--- config.mk ---
export PLATFORM = sky130hd
export DESIGN_NAME = alu_arbiter
export DESIGN_NICKNAME = d
export VERILOG_FILES = /design/src/rtl/alu_arbiter.sv
export SDC_FILE = /design/constraint.sdc
export NUM_CORES = 1
export LEC_CHECK = 0
export ABC_AREA = 1
export CORE_MARGIN = 2
export CORE_UTILIZATION = 41
export CTS_BUF_LIST = sky130_fd_sc_hd__clkbuf_2 sky130_fd_sc_hd__clkbuf_4 sky130_fd_sc_hd__clkbuf_8
export DETAILED_ROUTE_END_ITERATION = 16
export PLACE_DENSITY = 0.86
export SLEW_MARGIN = 5
export SYNTH_ARGS = -nofsm -noshare
export SYNTH_HDL_FRONTEND = slang
export SYNTH_SLANG_ARGS = --single-unit
export TNS_END_PERCENT = 10
--- constraint.sdc ---
create_clock -name clk -period 1.6 [get_ports clk]
set_clock_uncertainty 0.1 [all_clocks]
set_input_delay 0.32 -clock clk [delete_from_list [all_inputs] [get_ports clk]]
set_output_delay 0.32 -clock clk [all_outputs]
set_load 0.02 [all_outputs]
--- src/rtl/alu_arbiter.sv ---
// ---------------------------------------------------------------------------
// alu_arbiter
//
// Arbitrates two requesters onto one external ALU. Each accepted operation
// runs through a three-cycle IDLE -> EXEC -> DONE sequence:
//   IDLE : combinational grant; the accept edge captures the winner's operands
//   EXEC : the ALU is driven purely from the operand registers
//   DONE : result/flags are registered; done of the captured requester is high
// Arbitration is round-robin. Priority passes to the other requester on every
// accept.
//
// Optional feature (compile-time macro):
//   ALU_ARB_LOCK_EN  - priority locking. Accepting with lockN=1 makes N the
//                      lock owner. The owner wins every arbitration it takes
//                      part in. The owner accepting with lockN=0 releases
//                      ownership. Without the macro, lock0/lock1 are ignored.
//
// Parameters:
//   RR_INIT          - requester (0/1) that holds priority after reset
//
// Ports:
//   clk, rst                 clock, synchronous active-high reset
//   req0/1, op0/1, a0/1,     requester interface (request, opcode, operands,
//   b0/1, s0/1, lock0/1      set-flags, lock request)
//   gnt0/1                   accept strobe (request accepted when reqN & gntN)
//   done0/1                  result valid for requester N (one cycle)
//   result, nzcv             captured result and flag register {N,Z,C,V}
//   alu_op, alu_in1,         drive the shared ALU
//   alu_in2, alu_carry
//   alu_out, alu_n/z/c/v     ALU result and flags
// ---------------------------------------------------------------------------
module alu_arbiter #(
  parameter bit RR_INIT = 1'b0
) (
  input  logic        clk,
  input  logic        rst,

  input  logic        req0,
  input  logic        req1,
  input  logic [3:0]  op0,
  input  logic [3:0]  op1,
  input  logic [31:0] a0,
  input  logic [31:0] a1,
  input  logic [31:0] b0,
  input  logic [31:0] b1,
  input  logic        s0,
  input  logic        s1,
  input  logic        lock0,
  input  logic        lock1,

  output logic        gnt0,
  output logic        gnt1,
  output logic        done0,
  output logic        done1,
  output logic [31:0] result,
  output logic [3:0]  nzcv,

  output logic [3:0]  alu_op,
  output logic [31:0] alu_in1,
  output logic [31:0] alu_in2,
  output logic        alu_carry,
  input  logic [31:0] alu_out,
  input  logic        alu_n,
  input  logic        alu_z,
  input  logic        alu_c,
  input  logic        alu_v
);

  typedef enum logic [1:0] {
    IDLE = 2'd0,
    EXEC = 2'd1,
    DONE = 2'd2
  } state_t;

  state_t state, state_nxt;

  // Round-robin pointer: index of the requester that wins a tie.
  logic        prio;

  // Operand registers: everything the in-flight operation needs, captured at
  // the accept edge so later requester activity cannot disturb it.
  logic [3:0]  op_q;
  logic [31:0] a_q;
  logic [31:0] b_q;
  logic        s_q;
  logic        id_q;

  logic [31:0] result_q;
  logic [3:0]  nzcv_q;

  // Winner when both requesters are active.
  logic        tie_winner;
  logic        accept;
  logic        accept_id;

  // -------------------------------------------------------------------------
  // Tie-break selection
  // -------------------------------------------------------------------------
`ifdef ALU_ARB_LOCK_EN
  logic lock_valid;
  logic lock_id;
  logic accept_lock;

  // tie_winner is only consulted when both request, so a valid owner is
  // always among the requesters here; a non-requesting owner never blocks.
  assign tie_winner  = lock_valid ? lock_id : prio;
  assign accept_lock = accept_id ? lock1 : lock0;
`else
  logic unused_lock;

  assign tie_winner  = prio;
  assign unused_lock = lock0 ^ lock1;
`endif

  // -------------------------------------------------------------------------
  // Grant: combinational, only in IDLE, never while reset is asserted.
  // -------------------------------------------------------------------------
  always_comb begin
    // NOTE: every output of a combinational block gets a default first so no
    // path through the if/case leaves it unassigned (which would infer a latch).
    gnt0 = 1'b0;
    gnt1 = 1'b0;
    if (!rst && state == IDLE) begin
      if (req0 && req1) begin
        gnt0 = ~tie_winner;
        gnt1 =  tie_winner;
      end else begin
        gnt0 = req0;
        gnt1 = req1;
      end
    end
  end

  // A grant is only ever raised for an active request, so any grant is an accept.
  assign accept    = gnt0 | gnt1;
  assign accept_id = gnt1;

  // -------------------------------------------------------------------------
  // Next-state and done outputs
  // -------------------------------------------------------------------------
  always_comb begin
    state_nxt = state;
    done0     = 1'b0;
    done1     = 1'b0;
    case (state)
      IDLE: begin
        if (accept) state_nxt = EXEC;
      end
      EXEC: begin
        state_nxt = DONE;
      end
      DONE: begin
        state_nxt = IDLE;
        done0     = ~id_q;
        done1     =  id_q;
      end
      default: begin
        state_nxt = IDLE;
      end
    endcase
  end

  // -------------------------------------------------------------------------
  // State, operand, result and flag registers
  // -------------------------------------------------------------------------
  always_ff @(posedge clk) begin
    if (rst) begin
      // Reset also aborts any in-flight operation: the FSM returns to IDLE
      // before the EXEC->DONE edge, so no done and no flag update occur.
      state    <= IDLE;
      prio     <= RR_INIT;
      op_q     <= '0;
      a_q      <= '0;
      b_q      <= '0;
      s_q      <= 1'b0;
      id_q     <= 1'b0;
      result_q <= '0;
      nzcv_q   <= '0;
    end else begin
      // NOTE: sequential state uses non-blocking assignments so every register
      // samples pre-edge values, independent of statement order.
      state <= state_nxt;

      if (accept) begin
        op_q <= accept_id ? op1 : op0;
        a_q  <= accept_id ? a1  : a0;
        b_q  <= accept_id ? b1  : b0;
        s_q  <= accept_id ? s1  : s0;
        id_q <= accept_id;
        prio <= ~accept_id;
      end

      // The ALU has had the whole EXEC cycle to settle on the operand
      // registers; capture its result on the way out.
      if (state == EXEC) begin
        result_q <= alu_out;
        if (s_q) begin
          nzcv_q <= {alu_n, alu_z, alu_c, alu_v};
        end
      end
    end
  end

`ifdef ALU_ARB_LOCK_EN
  // Lock ownership: taken by any accept with its lock bit set, released only
  // when the owner itself is accepted without it.
  always_ff @(posedge clk) begin
    if (rst) begin
      lock_valid <= 1'b0;
      lock_id    <= 1'b0;
    end else if (accept) begin
      if (accept_lock) begin
        lock_valid <= 1'b1;
        lock_id    <= accept_id;
      end else if (lock_valid && lock_id == accept_id) begin
        lock_valid <= 1'b0;
      end
    end
  end
`endif

  // -------------------------------------------------------------------------
  // Outputs
  // -------------------------------------------------------------------------
  assign result    = result_q;
  assign nzcv      = nzcv_q;

  assign alu_op    = op_q;
  assign alu_in1   = a_q;
  assign alu_in2   = b_q;
  assign alu_carry = nzcv_q[1];

endmodule

==> insert_results.sql <==
INSERT INTO impl_metrics (metric_group, metric, value, unit) VALUES
('critical_path', 'worst_path_dominant_cell_family', 'flip-flops', ''),
('timing', 'post-route-worst-setup-slack', '-0.06289', 'ns'),
('timing', 'fmax', '601.4', 'MHz'),
('synth', 'async_sr_flop_fraction', '0', '%'),
('synth', 'syn_nets', '1103', ''),
('critical_path', 'critPathMaxFanout', '4', ''),
('placement', 'port_buffers', '286', ''),
('global_route', 'grt_pass1_vias', '6200', ''),
('synth', 'post_synth.cell_area_avg', '6.134', 'µm²'),
('clock_network', 'worstSkewPairLatency', '0.37', 'ns'),
('run_status', 'failing_checks', 'negative setup slack', ''),
('synth', 'post_synth_instance_area', '5662', 'µm²'),
('synth', 'synth_top_area_share', '38.54', '%'),
('worst_hold_path', 'hold_path_class', 'reg -> reg', ''),
('layout', 'drive_gt1_share', '6.083', '%'),
('power', 'power.static_leakage', '5.236', 'nW'),
('synth', 'yosysSeqAreaShare', '38.54', '%'),
('power', 'combPwrFrac', '36.1', '%'),
('synth', 'yosys_register_bits', '109', ''),
('synth', 'synth-edff-count', '0', ''),
('clock_network', 'cts_buffer_depth', '2', ''),
('global_route', 'grt_antenna_before_repair', '1', ''),
('synth', 'post_synthesis_instance_total', '923', ''),
('routing', 'route.detailed.wl_per_inst', '14.26', 'µm'),
('die', 'die_x', '121.5', 'µm'),
('clock_network', 'cts.clk_slew.worst_paths', '0.10', 'ns'),
('timing', 'report.final.hold_viol_count', '0', ''),
('power', 'design_power_total', '0.007646', 'W'),
('layout', 'final_nets', '1375', ''),
('timing', 'tns', '-0.1244', 'ns'),
('timing', 'maxSlewHeadroom', '68.40', '%'),
('timing', 'setup_viol', '2', ''),
('routing', 'totalWireLength', '19.63', 'mm'),
('power', 'proportion_of_total_power_due_to_net_switching', '34.00', '%'),
('power', 'internal_power', '0.005046', 'W'),
('synth', 'top_cells_by_area_synth', 'sky130_fd_sc_hd__dfxtp_1 39%, sky130_fd_sc_hd__nand3_1 19%, sky130_fd_sc_hd__nand2_1 14%, sky130_fd_sc_hd__inv_1 14%, sky130_fd_sc_hd__nor2_1 4.4%', ''),
('placement', 'gp_congestion', '0.8009', ''),
('critical_path', 'timing.critical_path.cells', 'nor2_4 -> nand3_2 -> a21oi_2 -> buf_4', ''),
('worst_hold_path', 'hold_depth', '2', ''),
('die', 'fp-row-count', '42', ''),
('global_route', 'global_route.usage.total', '24.62', '%'),
('global_route', 'grt.overflow.total', '0', ''),
('power', 'share_clk_of_total_power', '22.4', '%'),
('synth', 'yosys.area.top_type', 'sky130_fd_sc_hd__dfxtp_1', ''),
('power', 'cellPowerDensity', '844.5', 'nW/µm²'),
('power', 'peakVddDrop', '0.5789', 'mV'),
('clock_network', 'cts_num_sinks', '109', ''),
('run_status', 'run_status', 'finished, violations left', ''),
('timing', 'min_period_over_period', '103.9', '%'),
('critical_path', 'worstSetupPathType', 'reg -> out', ''),
('critical_path', 'cpMaxStageDelayCell', 'sky130_fd_sc_hd__dfxtp_4', ''),
('global_route', 'grt_pass1_wl', '29.04', 'mm'),
('clock_network', 'tritoncts.num_buffers', '9', ''),
('critical_path', 'worst-endpoint-required', '1.18', 'ns'),
('critical_path', 'endpoint_kind', 'output port', ''),
('routing', 'routed_via_count', '6609', ''),
('clock_network', 'htreeDepth', '3', ''),
('critical_path', 'timing.critical_path.slowest_cell_delay', '0.39', 'ns'),
('die', 'die_height', '121.5', 'µm'),
('routing', 'viasPerCell', '4.800', ''),
('layout', 'n_fill_cell', '1194', ''),
('synth', 'synth_cell_type_count', '19', ''),
('job', 'timing.max_cap.violations', '0', ''),
('die', 'core_area', '13350', 'µm²'),
('layout', 'layout-area-overhead-vs-synth', '59.91', '%'),
('critical_path', 'buffers_and_inverters_on_the_worst_path', '1', ''),
('layout', 'final_cells', '1377', ''),
('layout', 'post-route-cell-area', '9054', 'µm²'),
('placement', 'dp_cells', '1356', ''),
('critical_path', 'r2r_cells', '10', ''),
('die', 'die_area', '14760', 'µm²');
## power by group through the flow
| stage | clock (W) | combinational [W] | sequential [W] |
|---|---|---|---|
| after CTS | 0.00178 | 0.00268 | 0.00317 |
| final | 0.00172 | 0.00276 | 0.00317 |
| after floorplan | 0 | 0.00109 | 0.00359 |
| after detailed placement | 0 | 0.00286 | 0.00324 |
| after global placement | 0 | 0.00281 | 0.00323 |
| after global routing | 0.00188 | 0.00301 | 0.00321 |
## layer usage
metal	vias up	track usage [%]	part of all wire, %
li1	3311	-	-
met1	2971	27.06	38
met2	287	43.68	49
met3	40	7.848	10
met4	0	10.34	2.6
met5	-	0	0
## sequential cells by signal (all words and copies together) (netlist names)
register,cells
alu_in1,32
alu_in2,32
alu_op,4
id_q,1
nzcv,4
prio,1
result,32
s_q,1
state,2
## cells in the final DEF, fill, tap and decap left out, types with 2 or more instances in the layout
cell	synthesis	layout
sky130_fd_sc_hd__dfxtp_1	109	107
sky130_fd_sc_hd__nand2_1	214	213
sky130_fd_sc_hd__inv_1	211	209
sky130_fd_sc_hd__dfxtp_4	0	2
sky130_fd_sc_hd__nand3_1	213	212
sky130_fd_sc_hd__dlygate4sd2_1	0	107
sky130_fd_sc_hd__inv_4	0	2
sky130_fd_sc_hd__o21ai_0	32	32
sky130_fd_sc_hd__buf_12	0	10
sky130_fd_sc_hd__buf_4	2	19
sky130_fd_sc_hd__clkbuf_8	0	14
sky130_fd_sc_hd__nand2_4	0	2
sky130_fd_sc_hd__nor2_4	1	2
sky130_fd_sc_hd__a21oi_1	7	6
sky130_fd_sc_hd__buf_8	0	2
sky130_fd_sc_hd__nor2_1	67	65
sky130_fd_sc_hd__buf_6	2	6
sky130_fd_sc_hd__clkbuf_16	0	2
sky130_fd_sc_hd__clkdlybuf4s50_1	0	174
sky130_fd_sc_hd__inv_2	2	2
## worst min-delay path: stages (launching register included)
cell	delay [ns]
sky130_fd_sc_hd__dfxtp_1	0.32
sky130_fd_sc_hd__nand2_1	0.06
sky130_fd_sc_hd__a21oi_1	0.05
## what timing repair did
item	4_1_cts	5_1_grt
pin swaps	0	1
resized for setup	137	29
buffers inserted	0	1
cloned	0	3
endpoints found under the setup margin	179	74
hold buffers	0	0
## per-stage QoR
step / util [%] / setup WS, ns
after floorplan: - / 0.01968
after global placement: 65.87 / -0.5918
after detailed placement: 65.87 / -0.6178
after CTS: 66.52 / -0.1018
after global routing: 67.83 / -0.1400
final: 67.83 / -0.06289
## final timing paths
check	start	to	slack [ns]
worst min register to register	nzcv[2]	nzcv[2]	0.36
worst min-delay path	nzcv[2]	nzcv[2]	0.36
worst max register to register	state[1]	alu_in2[5]	0.02
worst max-delay path	state[1]	gnt0	-0.06
## cell type report
type	instances	area (µm²)	area share (%)
Clock buffer	14	192.7	2.128
Multi-Input combinational cell	540	2424	26.77
Antenna cell	1	2.502	0.02764
Inverter	213	804.5	8.886
Sequential cell	109	2190	24.18
Tap cell	176	220.2	2.432
Timing Repair Buffer	322	3207	35.42
Clock inverter	2	13.76	0.1520
## kinds of logic after synthesis
group | count (synthesis) | share of synthesized area (%)
and+or+nand+nor | 500 | 38.25
DFF | 109 | 38.54
AOI/OAI and AO/OA | 40 | 3.779
buffers and inverters | 274 | 19.43
(Power assumes the default switching activity.)
